<file path="config.mk">
export PLATFORM = sky130hd
export DESIGN_NAME = alu_arbiter_flat
export DESIGN_NICKNAME = d
export VERILOG_FILES = /design/src/rtl/alu_ctrl_pkg.sv /design/src/rtl/alu_arbiter_if.sv /design/src/rtl/alu_arbiter_rr.sv /design/src/rtl/alu_arbiter.sv /design/src/flat_wrapper.sv
export SDC_FILE = /design/constraint.sdc
export NUM_CORES = 1
export LEC_CHECK = 0
export CELL_PAD_IN_SITES_DETAIL_PLACEMENT = 0
export CELL_PAD_IN_SITES_GLOBAL_PLACEMENT = 1
export CORE_AREA = 4 4 235 237
export CTS_CLUSTER_SIZE = 20
export DETAILED_ROUTE_END_ITERATION = 6
export DIE_AREA = 0 0 239 241
export PLACE_DENSITY = 0.64
export SLEW_MARGIN = 30
export SYNTH_ARGS = -nofsm -noshare
export SYNTH_HDL_FRONTEND = slang
export SYNTH_SLANG_ARGS = --single-unit
</file>
<file path="constraint.sdc">
create_clock -name CLK -period 2.52 [get_ports CLK]
set_clock_uncertainty 0.15 [all_clocks]
set_input_delay 0.252 -clock CLK [delete_from_list [all_inputs] [get_ports CLK]]
set_output_delay 0.252 -clock CLK [all_outputs]
set_load 0.02 [all_outputs]
</file>
<file path="src/rtl/alu_ctrl_pkg.sv">
// -----------------------------------------------------------------------------
// alu_ctrl_pkg
// Shared definitions for the 64-bit ALU and its two-requester front end:
//   - ALU control op-codes (the ALU decodes the same constants)
//   - state encoding of the alu_arbiter sequencing FSM
//   - is_legal_op: true for the five control codes the ALU implements
// -----------------------------------------------------------------------------
package alu_ctrl_pkg;

    localparam logic [3:0] ALU_AND   = 4'b0000;
    localparam logic [3:0] ALU_OR    = 4'b0001;
    localparam logic [3:0] ALU_ADD   = 4'b0010;
    localparam logic [3:0] ALU_SUB   = 4'b0110;
    localparam logic [3:0] ALU_PASSB = 4'b0111;

    typedef enum logic [1:0] {
        IDLE = 2'd0,
        EXEC = 2'd1,
        RESP = 2'd2
    } arbState_t;

    function automatic logic is_legal_op(input logic [3:0] ctrl);
        case (ctrl)
            ALU_AND, ALU_OR, ALU_ADD, ALU_SUB, ALU_PASSB: return 1'b1;
            default:                                     return 1'b0;
        endcase
    endfunction

endpackage

</file>
<file path="src/rtl/alu_arbiter_if.sv">
// -----------------------------------------------------------------------------
// alu_arbiter_if
// Requester-side bundle of the ALU front end: two request channels
// (Valid/Ready, operands, control code) and two response channels
// (Valid/Ready, result, zero flag, illegal-op flag).
//   master : the requesters (drive requests, consume responses)
//   slave  : alu_arbiter (accepts requests, produces responses)
// -----------------------------------------------------------------------------
interface alu_arbiter_if #(
    parameter int DATA_W = 64,
    parameter int CTRL_W = 4
);
    logic              Req0Valid, Req1Valid;
    logic              Req0Ready, Req1Ready;
    logic [DATA_W-1:0] Req0A, Req0B, Req1A, Req1B;
    logic [CTRL_W-1:0] Req0Ctrl, Req1Ctrl;

    logic              Resp0Valid, Resp1Valid;
    logic              Resp0Ready, Resp1Ready;
    logic [DATA_W-1:0] Resp0W, Resp1W;
    logic              Resp0Zero, Resp1Zero;
    logic              Resp0Err, Resp1Err;

    modport master (
        output Req0Valid, Req1Valid, Req0A, Req0B, Req1A, Req1B,
               Req0Ctrl, Req1Ctrl, Resp0Ready, Resp1Ready,
        input  Req0Ready, Req1Ready, Resp0Valid, Resp1Valid,
               Resp0W, Resp1W, Resp0Zero, Resp1Zero, Resp0Err, Resp1Err
    );

    modport slave (
        input  Req0Valid, Req1Valid, Req0A, Req0B, Req1A, Req1B,
               Req0Ctrl, Req1Ctrl, Resp0Ready, Resp1Ready,
        output Req0Ready, Req1Ready, Resp0Valid, Resp1Valid,
               Resp0W, Resp1W, Resp0Zero, Resp1Zero, Resp0Err, Resp1Err
    );
endinterface

</file>
<file path="src/rtl/alu_arbiter_rr.sv">
// -----------------------------------------------------------------------------
// rr_arbiter_2
// Two-way round-robin grant. A lone request always wins; when both request,
// the priority pointer picks the winner. The pointer moves to the requester
// that was not served whenever 'advance' is pulsed.
//   clk, rst   : clock, synchronous active-high reset (pointer -> 0)
//   req[1:0]   : request vector
//   advance    : pulse when the served requester's transaction completes
//   servedId   : id of the requester that was just served
//   gnt[1:0]   : one-hot (or zero) grant, combinational
// -----------------------------------------------------------------------------
module rr_arbiter_2 (
    input  logic       clk,
    input  logic       rst,
    input  logic [1:0] req,
    input  logic       advance,
    input  logic       servedId,
    output logic [1:0] gnt
);
    logic ptr;

    always_ff @(posedge clk) begin
        if (rst) begin
            ptr <= 1'b0;
        end else if (advance) begin
            ptr <= ~servedId;
        end
    end

    always_comb begin
        gnt = 2'b00;
        case (req)
            2'b01:   gnt = 2'b01;
            2'b10:   gnt = 2'b10;
            2'b11:   gnt = ptr ? 2'b10 : 2'b01;
            default: gnt = 2'b00;
        endcase
    end
endmodule

</file>
<file path="src/rtl/alu_arbiter.sv">
// -----------------------------------------------------------------------------
// alu_arbiter
// Shares one combinational 64-bit ALU between two requesters. An operation is
// accepted in IDLE, evaluated by the ALU from registered operands in EXEC, and
// its result is held on the winner's response channel in RESP until consumed.
//   CLK, Reset      : clock, synchronous active-high reset
//   bus (slave)     : two request and two response channels
//   AluA/AluB       : to ALU BusA/BusB
//   AluCtrl         : to ALU control input
//   AluW/AluZero    : from ALU result and zero flag
// -----------------------------------------------------------------------------
module alu_arbiter
    import alu_ctrl_pkg::*;
#(
    parameter int DATA_W = 64,
    parameter int CTRL_W = 4
) (
    input  logic              CLK,
    input  logic              Reset,
    alu_arbiter_if.slave      bus,
    output logic [DATA_W-1:0] AluA,
    output logic [DATA_W-1:0] AluB,
    output logic [CTRL_W-1:0] AluCtrl,
    input  logic [DATA_W-1:0] AluW,
    input  logic              AluZero
);
    arbState_t         state, stateNext;
    logic [1:0]        gnt;
    logic              accept, respDone, opLegal;

    logic              grantId;
    logic [DATA_W-1:0] opA, opB;
    logic [CTRL_W-1:0] opCtrl;
    logic [DATA_W-1:0] resW;
    logic              resZero, resErr;

    rr_arbiter_2 uArb (
        .clk      (CLK),
        .rst      (Reset),
        .req      ({bus.Req1Valid, bus.Req0Valid}),
        .advance  (respDone),
        .servedId (grantId),
        .gnt      (gnt)
    );

    always_ff @(posedge CLK) begin
        if (Reset) begin
            state <= IDLE;
        end else begin
            state <= stateNext;
        end
    end

    // Ready is gated by Reset so a reset edge never doubles as an accept.
    always_comb begin
        stateNext     = state;
        accept        = 1'b0;
        respDone      = 1'b0;
        bus.Req0Ready = 1'b0;
        bus.Req1Ready = 1'b0;
        case (state)
            IDLE: begin
                if (!Reset && (gnt != 2'b00)) begin
                    accept        = 1'b1;
                    bus.Req0Ready = gnt[0];
                    bus.Req1Ready = gnt[1];
                    stateNext     = EXEC;
                end
            end
            EXEC: stateNext = RESP;
            RESP: begin
                if (grantId ? bus.Resp1Ready : bus.Resp0Ready) begin
                    respDone  = 1'b1;
                    stateNext = IDLE;
                end
            end
            default: stateNext = IDLE;
        endcase
    end

    // An illegal code is turned into PassB of zero so the ALU's behaviour on
    // unknown codes can never reach a requester.
    assign opLegal = is_legal_op(opCtrl);
    assign AluA    = opA;
    assign AluB    = opLegal ? opB : '0;
    assign AluCtrl = opLegal ? opCtrl : ALU_PASSB;

    always_ff @(posedge CLK) begin
        if (Reset) begin
            grantId <= 1'b0;
            opA     <= '0;
            opB     <= '0;
            opCtrl  <= '0;
            resW    <= '0;
            resZero <= 1'b0;
            resErr  <= 1'b0;
        end else begin
            if (accept) begin
                grantId <= gnt[1];
                opA     <= gnt[1] ? bus.Req1A    : bus.Req0A;
                opB     <= gnt[1] ? bus.Req1B    : bus.Req0B;
                opCtrl  <= gnt[1] ? bus.Req1Ctrl : bus.Req0Ctrl;
            end
            if (state == EXEC) begin
                resW    <= opLegal ? AluW : '0;
                resZero <= opLegal ? AluZero : 1'b1;
                resErr  <= ~opLegal;
            end
        end
    end

    assign bus.Resp0Valid = (state == RESP) && !grantId;
    assign bus.Resp1Valid = (state == RESP) &&  grantId;
    assign bus.Resp0W     = resW;
    assign bus.Resp1W     = resW;
    assign bus.Resp0Zero  = resZero;
    assign bus.Resp1Zero  = resZero;
    assign bus.Resp0Err   = resErr;
    assign bus.Resp1Err   = resErr;
endmodule

</file>
<file path="src/flat_wrapper.sv">
// flat-port wrapper written by rule: the top's interface ports become plain ports
module alu_arbiter_flat import alu_ctrl_pkg::*;
#(
    parameter int DATA_W = 64,
    parameter int CTRL_W = 4
)
  (CLK, Reset, AluA, AluB, AluCtrl, AluW, AluZero, bus_Req0Valid, bus_Req1Valid, bus_Req0A, bus_Req0B, bus_Req1A, bus_Req1B, bus_Req0Ctrl, bus_Req1Ctrl, bus_Resp0Ready, bus_Resp1Ready, bus_Req0Ready, bus_Req1Ready, bus_Resp0Valid, bus_Resp1Valid, bus_Resp0W, bus_Resp1W, bus_Resp0Zero, bus_Resp1Zero, bus_Resp0Err, bus_Resp1Err);
  alu_arbiter_if #(.DATA_W(DATA_W), .CTRL_W(CTRL_W)) bus_i ();
  input  logic CLK;
  input  logic Reset;
  output logic [DATA_W-1:0] AluA;
  output logic [DATA_W-1:0] AluB;
  output logic [CTRL_W-1:0] AluCtrl;
  input  logic [DATA_W-1:0] AluW;
  input  logic AluZero;
  input wire logic [$bits(bus_i.Req0Valid)-1:0] bus_Req0Valid;
  input wire logic [$bits(bus_i.Req1Valid)-1:0] bus_Req1Valid;
  input wire logic [$bits(bus_i.Req0A)-1:0] bus_Req0A;
  input wire logic [$bits(bus_i.Req0B)-1:0] bus_Req0B;
  input wire logic [$bits(bus_i.Req1A)-1:0] bus_Req1A;
  input wire logic [$bits(bus_i.Req1B)-1:0] bus_Req1B;
  input wire logic [$bits(bus_i.Req0Ctrl)-1:0] bus_Req0Ctrl;
  input wire logic [$bits(bus_i.Req1Ctrl)-1:0] bus_Req1Ctrl;
  input wire logic [$bits(bus_i.Resp0Ready)-1:0] bus_Resp0Ready;
  input wire logic [$bits(bus_i.Resp1Ready)-1:0] bus_Resp1Ready;
  output wire logic [$bits(bus_i.Req0Ready)-1:0] bus_Req0Ready;
  output wire logic [$bits(bus_i.Req1Ready)-1:0] bus_Req1Ready;
  output wire logic [$bits(bus_i.Resp0Valid)-1:0] bus_Resp0Valid;
  output wire logic [$bits(bus_i.Resp1Valid)-1:0] bus_Resp1Valid;
  output wire logic [$bits(bus_i.Resp0W)-1:0] bus_Resp0W;
  output wire logic [$bits(bus_i.Resp1W)-1:0] bus_Resp1W;
  output wire logic [$bits(bus_i.Resp0Zero)-1:0] bus_Resp0Zero;
  output wire logic [$bits(bus_i.Resp1Zero)-1:0] bus_Resp1Zero;
  output wire logic [$bits(bus_i.Resp0Err)-1:0] bus_Resp0Err;
  output wire logic [$bits(bus_i.Resp1Err)-1:0] bus_Resp1Err;
  assign bus_i.Req0Valid = bus_Req0Valid;
  assign bus_i.Req1Valid = bus_Req1Valid;
  assign bus_i.Req0A = bus_Req0A;
  assign bus_i.Req0B = bus_Req0B;
  assign bus_i.Req1A = bus_Req1A;
  assign bus_i.Req1B = bus_Req1B;
  assign bus_i.Req0Ctrl = bus_Req0Ctrl;
  assign bus_i.Req1Ctrl = bus_Req1Ctrl;
  assign bus_i.Resp0Ready = bus_Resp0Ready;
  assign bus_i.Resp1Ready = bus_Resp1Ready;
  assign bus_Req0Ready = bus_i.Req0Ready;
  assign bus_Req1Ready = bus_i.Req1Ready;
  assign bus_Resp0Valid = bus_i.Resp0Valid;
  assign bus_Resp1Valid = bus_i.Resp1Valid;
  assign bus_Resp0W = bus_i.Resp0W;
  assign bus_Resp1W = bus_i.Resp1W;
  assign bus_Resp0Zero = bus_i.Resp0Zero;
  assign bus_Resp1Zero = bus_i.Resp1Zero;
  assign bus_Resp0Err = bus_i.Resp0Err;
  assign bus_Resp1Err = bus_i.Resp1Err;
  alu_arbiter #(.DATA_W(DATA_W), .CTRL_W(CTRL_W)) u_core (.CLK(CLK), .Reset(Reset), .bus(bus_i), .AluA(AluA), .AluB(AluB), .AluCtrl(AluCtrl), .AluW(AluW), .AluZero(AluZero));
endmodule
</file>
# Word-level counts from Yosys, hierarchy flattened
# Cells that the tools add are included.
[word_totals]
ff_bits = 202
latch_bits = 0
mem_bits_rw = 0
mem_bits_ro = 0
input_bits = 335
out_inout_bits = 268
word_cells = 54
mem_count = 0
[classes]
addsub = 0
multipliers = 0
div_mod_pow = 0
n_lt_le_gt_ge = 0
n_eq_ne = 11
shift = 0
mux = 22
n_bitwise = 2
n_reduce_logical = 10
[ops]
columns = ["cell", "count"]
rows = [
  ["2-to-1 mux 64 bit", 4],
  ["case mux 2 bit (3 select lines)", 2],
  ["2-to-1 mux 1 bit", 11],
  ["== test 4 x 3 -> 1 bit, second input constant", 2],
  ["2-to-1 mux 4 bit", 2],
  ["== test 2 bit, second input constant", 3],
  ["2-to-1 mux 2 bit", 3],
  ["OR reduction 5 bit", 1],
  ["== test 2 x 1 -> 1 bit, second input constant", 2],
  ["== test 4 x 1 -> 1 bit, second input constant", 1],
  ["== test 4 x 2 -> 1 bit, second input constant", 1],
  ["zero test 4 bit", 1],
  ["inequality test 2 x 1 -> 1 bit, second input constant", 2],
  ["logical AND 1 bit", 3],
  ["zero test 1 bit", 2],
  ["zero test 2 bit", 1],
  ["inverter 1 bit", 2],
  ["AND reduction 2 bit", 1],
  ["nonzero test 2 bit", 1],
]

# Logic depth before layout (Yosys ltp)
# Gate-level depths: netlist (run 1).
[logic_depth]
depth_word = 6
ltp_mapped = 8
mapped_depth_nobuf = 4

# By module
# Synthesis (run 1) repeated with hierarchy kept, for this count alone.
[unflattened]
cells_unflattened = 930
hier_area_um2 = 9613.0
[by_module_without_submodules]
columns = ["module", "instances", "cells_per_inst", "area_each_um2", "seq_area_each_um2"]
rows = [
  ["alu_arbiter", 1, 924, 9557.9, 4023.9],
  ["rr_arbiter_2", 1, 6, 55.1, 20.0],
]

# Worst setup path before layout (run 1)
# OpenSTA, ideal clock, no wires.
[synth_timing]
path_kind = "reg-to-output"
from = "reg u_core.state[1]"
to = "out bus_Resp0Valid"
arrival_time_ps = 1356
required_time_ps = 2118
slack_ps = 762
path_stages_with_launch = 4
path_buffers = 2
cell_sequence = "dfxtp_1 > clkbuf_1 > clkbuf_1 > nor3b_1"
[synth_between]
elab_chain_len = 2
[synth_lines]
columns = ["element", "line", "source"]
rows = [
  ["from (decl)", "alu_arbiter.sv:27", "arbState_t state, stateNext;"],
  ["from (signal assigned)", "alu_arbiter.sv:50", "state <= stateNext;"],
  ["== test 2 bit", "alu_arbiter.sv:112", "assign bus.Resp0Valid = (state == RESP) && !grantId;"],
  ["logical AND 1 bit", "alu_arbiter.sv:112", ""],
  ["to (decl)", "flat_wrapper.sv:28", "output wire logic [$bits(bus_i.Resp0Valid)-1:0] bus_Resp0Valid;"],
]
# Every way passes these cells.

# Final worst setup path (run 1)
[layout_timing]
from = "reg u_core.state[1]"
to = "out bus_Resp1Valid"
[layout_between]
elab_chain_len = 2
[layout_lines]
columns = ["element", "line", "source"]
rows = [
  ["== test 2 bit", "alu_arbiter.sv:113", "assign bus.Resp1Valid = (state == RESP) && grantId;"],
  ["logical AND 1 bit", "alu_arbiter.sv:113", ""],
  ["to (decl)", "flat_wrapper.sv:29", "output wire logic [$bits(bus_i.Resp1Valid)-1:0] bus_Resp1Valid;"],
]
# Every way passes these cells.

==> impl_metrics.json, run 1 <==
{
  "drv_slew": 0,
  "hpwlAfterDp_um": 36700,
  "layout.nets": 2092,
  "cp.required_ns": 2.12,
  "ys.flop_type": "dfxtp_1",
  "vias": 12261,
  "yosys.area.top_type": "dfxtp_1",
  "setup_violations": 0,
  "syn_inst": 1327,
  "drive_gt1_frac": 0.0779,
  "max-clock-path-buffers": 3,
  "coreArea_um2": 53300,
  "hold_viol": 0,
  "status": "complete, no violations",
  "power.density_nw_per_um2": 605,
  "grt_pass1_vias": 11974,
  "tightest_slew_ns": 1.00,
  "grt_first_pass_wirelength_um": 79300,
  "die_height_um": 241,
  "seq_area_frac_synth": 0.377,
  "die_area_um2": 57600,
  "p_clk_frac": 0.348,
  "avgSynthCellArea_um2": 8.08,
  "hp-class": "in -> reg",
  "cts-buffers-inserted": 26,
  "fmax_ghz": 0.413,
  "min_period_ns": 2.42,
  "netlist_area_um2": 10700,
  "pin_count": 603,
  "synth_most_common_cell": "dfxtp_1",
  "crit_type": "reg -> out",
  "leakagePower_nw": 6.17,
  "areaGrowthSynthToFinish_pct": 66.2,
  "power_frac_comb": 0.311,
  "p_sw_mw": 3.48,
  "cts.htree.levels": 1,
  "drv_cap": 0,
  "period_share": 0.961,
  "path_clk_slew_ns": 0.06,
  "cts_sinks": 202,
  "grt_usage": 0.175,
  "ant_nets": 0,
  "tritoncts": "done",
  "cp-end-kind": "output pin",
  "ys_ff_latch": 202,
  "rsz0062_at_grt": "false",
  "dr.pass1.iters": 5,
  "critical_path_arrival_ns": 2.02,
  "ir_worst_vdd_mv": 0.420,
  "dp_worst_setup_slack_ns": 0.0279,
  "hold_path_depth": 3,
  "power.share.switching": 0.322,
  "final_core_util": 0.335,
  "ys_top_cells_by_count": "dfxtp_1 (202), a21oi_1 (200), nand3_1 (133), a311oi_1 (132), o21ai_0 (132)",
  "wl_um": 55000,
  "drc": 0,
  "grt_overflow": 0,
  "finalWorstSetupSlack_ns": 0.0984,
  "drt-wirelength-per-cell_um": 22.2,
  "synth_edf_count": 0,
  "cp-start-kind": "register",
  "cts_root_buf": "clkbuf_16",
  "grt_max_degree": 202,
  "place_inst": 2417,
  "power_frac_seq": 0.341,
  "fin_cells": 2474,
  "crit_path_max_fanout": 24,
  "maxSlewHeadroom": 0.332,
  "synth_cell_type_count": 29,
  "die_w_um": 239,
  "drtIter0Drc": 810,
  "async_flop_share": 0,
  "synth_top_area_frac": 0.377,
  "start_util": 0.201,
  "grt_antenna_before_repair": 10,
  "reg2reg_slack_ns": 0.41,
  "port_buffers": 601,
  "row_count": 85,
  "gp_congestion": 0.806,
  "synth_nets": 1662,
  "p_int_mw": 7.31,
  "viasPerCell": 4.96,
  "synth.area.top_cells": "dfxtp_1 (38%), a311oi_1 (11%), a21oi_1 (9.3%), nand3_1 (6.2%), o21ai_0 (6.2%)",
  "reg2reg_depth": 6,
  "clock_latency_ns": 0.55,
  "ys_warn_count": 0
}
stage by stage:
stage	area, um^2	TNS (ns)	hold slack [ns]	power, mW
after CTS	17800	-0.0502	0.0932	11.0
final	17800	0	0.132	10.8
after global placement	16900	0	0.306	7.14
after floorplan	10700	0	0.282	5.41
after detailed placement	16900	0	0.313	7.15
after global routing	17800	0	0.117	11.3
final timing paths:
path,to,from
max,bus_Resp1Valid,u_core.state[1]
min,u_core.opCtrl[3],bus_Req0Ctrl[3]
max reg2reg,u_core.opB[47],u_core.state[0]
min reg2reg,u_core.bus.Resp0W[14],u_core.bus.Resp0W[14]
registers in the layout (all words and copies together) (netlist names):
name / count
u_core.AluA: 64
u_core.bus.Resp0Err: 1
u_core.bus.Resp0W: 64
u_core.bus.Resp0Zero: 1
u_core.grantId: 1
u_core.opB: 64
u_core.opCtrl: 4
u_core.state: 2
u_core.uArb.ptr: 1
worst max-delay path, stage by stage, from the launching register on:
cell and delay [ns]:
dfxtp_2 0.35, buf_4 0.23, and3b_1 0.23, clkdlybuf4s50_1 0.66
per-layer routing:
metal | routed length (um) | global-route usage
met1 | 22600 | 0.220
met5 | 22 | 0
met2 | 27300 | 0.306
met4 | 876 | 0.0343
met3 | 4180 | 0.0447
layout by cell type, fill, tap and decap left out, types with 2 or more instances in the layout:
cell type / n
buf_2: 5
clkdlybuf4s50_1: 530
nand2_1: 66
dfxtp_1: 197
a211oi_1: 2
nand3b_1: 3
diode_2: 6
dlygate4sd2_1: 13
clkbuf_8: 7
and2_2: 2
clkbuf_2: 3
dfxtp_2: 5
dlygate4sd3_1: 2
and2_1: 62
a21oi_1: 200
clkbuf_1: 7
nand4b_1: 64
nor2_1: 3
nand2b_2: 2
clkbuf_16: 27
buf_12: 19
clkdlybuf4s15_1: 14
nand3_1: 133
buf_4: 23
clkdlybuf4s15_2: 32
and3b_1: 66
a311oi_1: 132
clkinv_2: 2
o21ai_0: 132
layout make-up:
class / count / area [um^2]
clock buffer: 41 / 798
timing repair buffer: 643 / 6570
fill: 5553 / 35500
inverter: 3 / 15.0
clock inverter: 2 / 35.0
tap: 696 / 871
antenna: 6 / 15.0
sequential: 202 / 4050
multi-input combinational: 881 / 5470
cell families (layout without fill, tap and decap cells):
family | after synthesis | in the layout | share of synthesized area
other | 1 | 7 | 0.000350
buffers and inverters | 244 | 689 | 0.116
AO/OA/AOI/OAI | 468 | 468 | 0.266
flip-flops | 202 | 202 | 0.377
AND/OR/NAND/NOR | 411 | 411 | 0.240
multiplexers | 1 | 1 | 0.000933
power groups by stage:
stage               Clock, mW  Combinational [mW]  Sequential, mW
floorplan                   0                1.53            3.89
global placement            0                3.40            3.74
detailed placement          0                3.41            3.74
CTS                      3.88                3.42            3.68
global route             3.99                3.60            3.71
finish                   3.75                3.36            3.68
what timing repair did:
item	in CTS	in global routing
cloned	1	0
hold buffers	2	0
pin swaps	1	0
hold endpoints to repair	7	0
setup buffers	5	0
gates resized for setup	163	9
setup endpoints to repair	68	61
Power figures use the tool's default switching activity.
==> run 2: changes to the inputs <==
- clock period: 2.52 -> 2.9 ns (I/O delays scaled with it)
==> impl_metrics.json, run 2 (synthesized netlist as in run 1, its figures left out) <==
{
  "ant_nets": 0,
  "reg2reg_slack_ns": 0.96,
  "tritoncts": "done",
  "ir_worst_vdd_mv": 0.364,
  "drt-wirelength-per-cell_um": 22.5,
  "setup_violations": 0,
  "leakagePower_nw": 6.66,
  "finalWorstSetupSlack_ns": 0.140,
  "layout.nets": 2088,
  "crit_end": "AluB[60]",
  "rsz0062_at_grt": "false",
  "status": "complete, no violations",
  "start_util": 0.201,
  "cp.required_ns": 2.46,
  "die_height_um": 241,
  "fin_tns_setup_ns": 0,
  "die_w_um": 239,
  "cp_slowest_cell": "dfxtp_1",
  "cts.htree.levels": 1,
  "gp_congestion": 0.816,
  "reg2reg_depth": 4,
  "tightest_slew_ns": 0.809,
  "cp.depth": 6,
  "final_cell_mix": "clkdlybuf4s50_1 (535), a21oi_1 (199), dfxtp_1 (199)",
  "cts_sinks": 202,
  "coreArea_um2": 53300,
  "maxSlewHeadroom": 0.461,
  "drtIter0Drc": 663,
  "period_share": 0.952,
  "power.density_nw_per_um2": 526,
  "reg2reg_to": "u_core.opCtrl[3]",
  "critPathBufInv": 3,
  "cp_top_family": "buffers and inverters",
  "drv_slew": 0,
  "cp-start-kind": "register",
  "slowest_delay_ns": 0.41,
  "critical_path_arrival_ns": 2.32,
  "clock_latency_ns": 0.55,
  "viasPerCell": 4.98,
  "hp-class": "in -> reg",
  "max-clock-path-buffers": 3,
  "grt_max_degree": 202,
  "grt_antenna_before_repair": 7,
  "grt_pass1_vias": 12352,
  "die_area_um2": 57600,
  "fin_cells": 2471,
  "cp-end-kind": "output pin",
  "drc": 0,
  "hold_viol": 0,
  "pin_count": 603,
  "final_common_cell": "clkdlybuf4s50_1",
  "hpwlAfterDp_um": 36600,
  "wl_um": 55600,
  "cts_root_buf": "clkbuf_16",
  "fmax_ghz": 0.362,
  "crit_chain": "nand3b_1 > and3b_2 > buf_12 > buf_16 > and2_1 > dlygate4sd2_1",
  "crit_type": "reg -> out",
  "port_buffers": 601,
  "grt_usage": 0.178,
  "r2r_start": "u_core.state[1]",
  "grt_overflow": 0,
  "dp_worst_setup_slack_ns": 0.185,
  "crit_start": "u_core.opCtrl[2]",
  "place_inst": 2414,
  "path_clk_slew_ns": 0.06,
  "cts-buffers-inserted": 26,
  "dr.pass1.iters": 5,
  "areaGrowthSynthToFinish_pct": 66.4,
  "row_count": 85,
  "grt_first_pass_wirelength_um": 80900,
  "crit_path_max_fanout": 32,
  "drive_gt1_frac": 0.0542,
  "drv_cap": 0,
  "min_period_ns": 2.76,
  "vias": 12312
}
## run 2: report_power, final
group	internal, mW	total [mW]	leakage, nW	switching (mW)
Sequential	3.03	3.20	1.66	0.173
Combinational	1.38	2.92	4.57	1.55
Clock	1.92	3.26	0.424	1.34
## run 2: final cells by class
cell class              count  area (um^2)
flip-flops and latches    202         4050
well taps                 696          871
multi-input cells         881         5470
clock inverters             5         25.0
repair buffers            639         6590
clock buffers              42          822
diodes                      3         7.51
inverters                   3         15.0
fillers                  5542        35400
## run 2: repair_timing
action / CTS / global route
endpoints found under the hold margin: 8 / 0
resized for setup: 38 / 28
setup endpoints to repair: 62 / 28
hold buffers: 3 / 0
pin swaps: 0 / 0
buffers inserted: 2 / 0
gates cloned: 1 / 0
## run 2: how the worst min path moves through the flow
stage	start	to	slack, ns	depth (start not counted)
after CTS	bus_Req0B[49]	u_core.opB[49]	0.14	3
final	bus_Req0B[49]	u_core.opB[49]	0.17	3
after global routing	bus_Req0B[3]	u_core.opB[3]	0.18	3
after detailed placement	u_core.bus.Resp0W[56]	u_core.bus.Resp0W[56]	0.32	2
after global placement	u_core.bus.Resp0W[2]	u_core.bus.Resp0W[2]	0.31	2
after floorplan	u_core.uArb.ptr	u_core.uArb.ptr	0.31	2
## run 2: worst min-delay path, stage by stage
cell and delay (ns):
clkdlybuf4s50_1 0.39, o21ai_0 0.06, a311oi_1 0.08
## run 2: metal layers
metal	track usage	routed length, um	vias up
li1	-	-	5714
met1	0.224	22500	5992
met2	0.306	27200	537
met5	0	20	-
met3	0.0448	4560	67
met4	0.0470	1290	2
## run 2: per-stage QoR
stage	utilization	hold WS [ns]	power (mW)	instance area, um^2
final	0.335	0.173	9.38	17900
after global routing	0.335	0.179	9.82	17800
after CTS	0.333	0.143	9.54	17700
after detailed placement	0.316	0.316	6.20	16900
after global placement	0.316	0.308	6.18	16900
after floorplan	-	0.308	4.70	10700
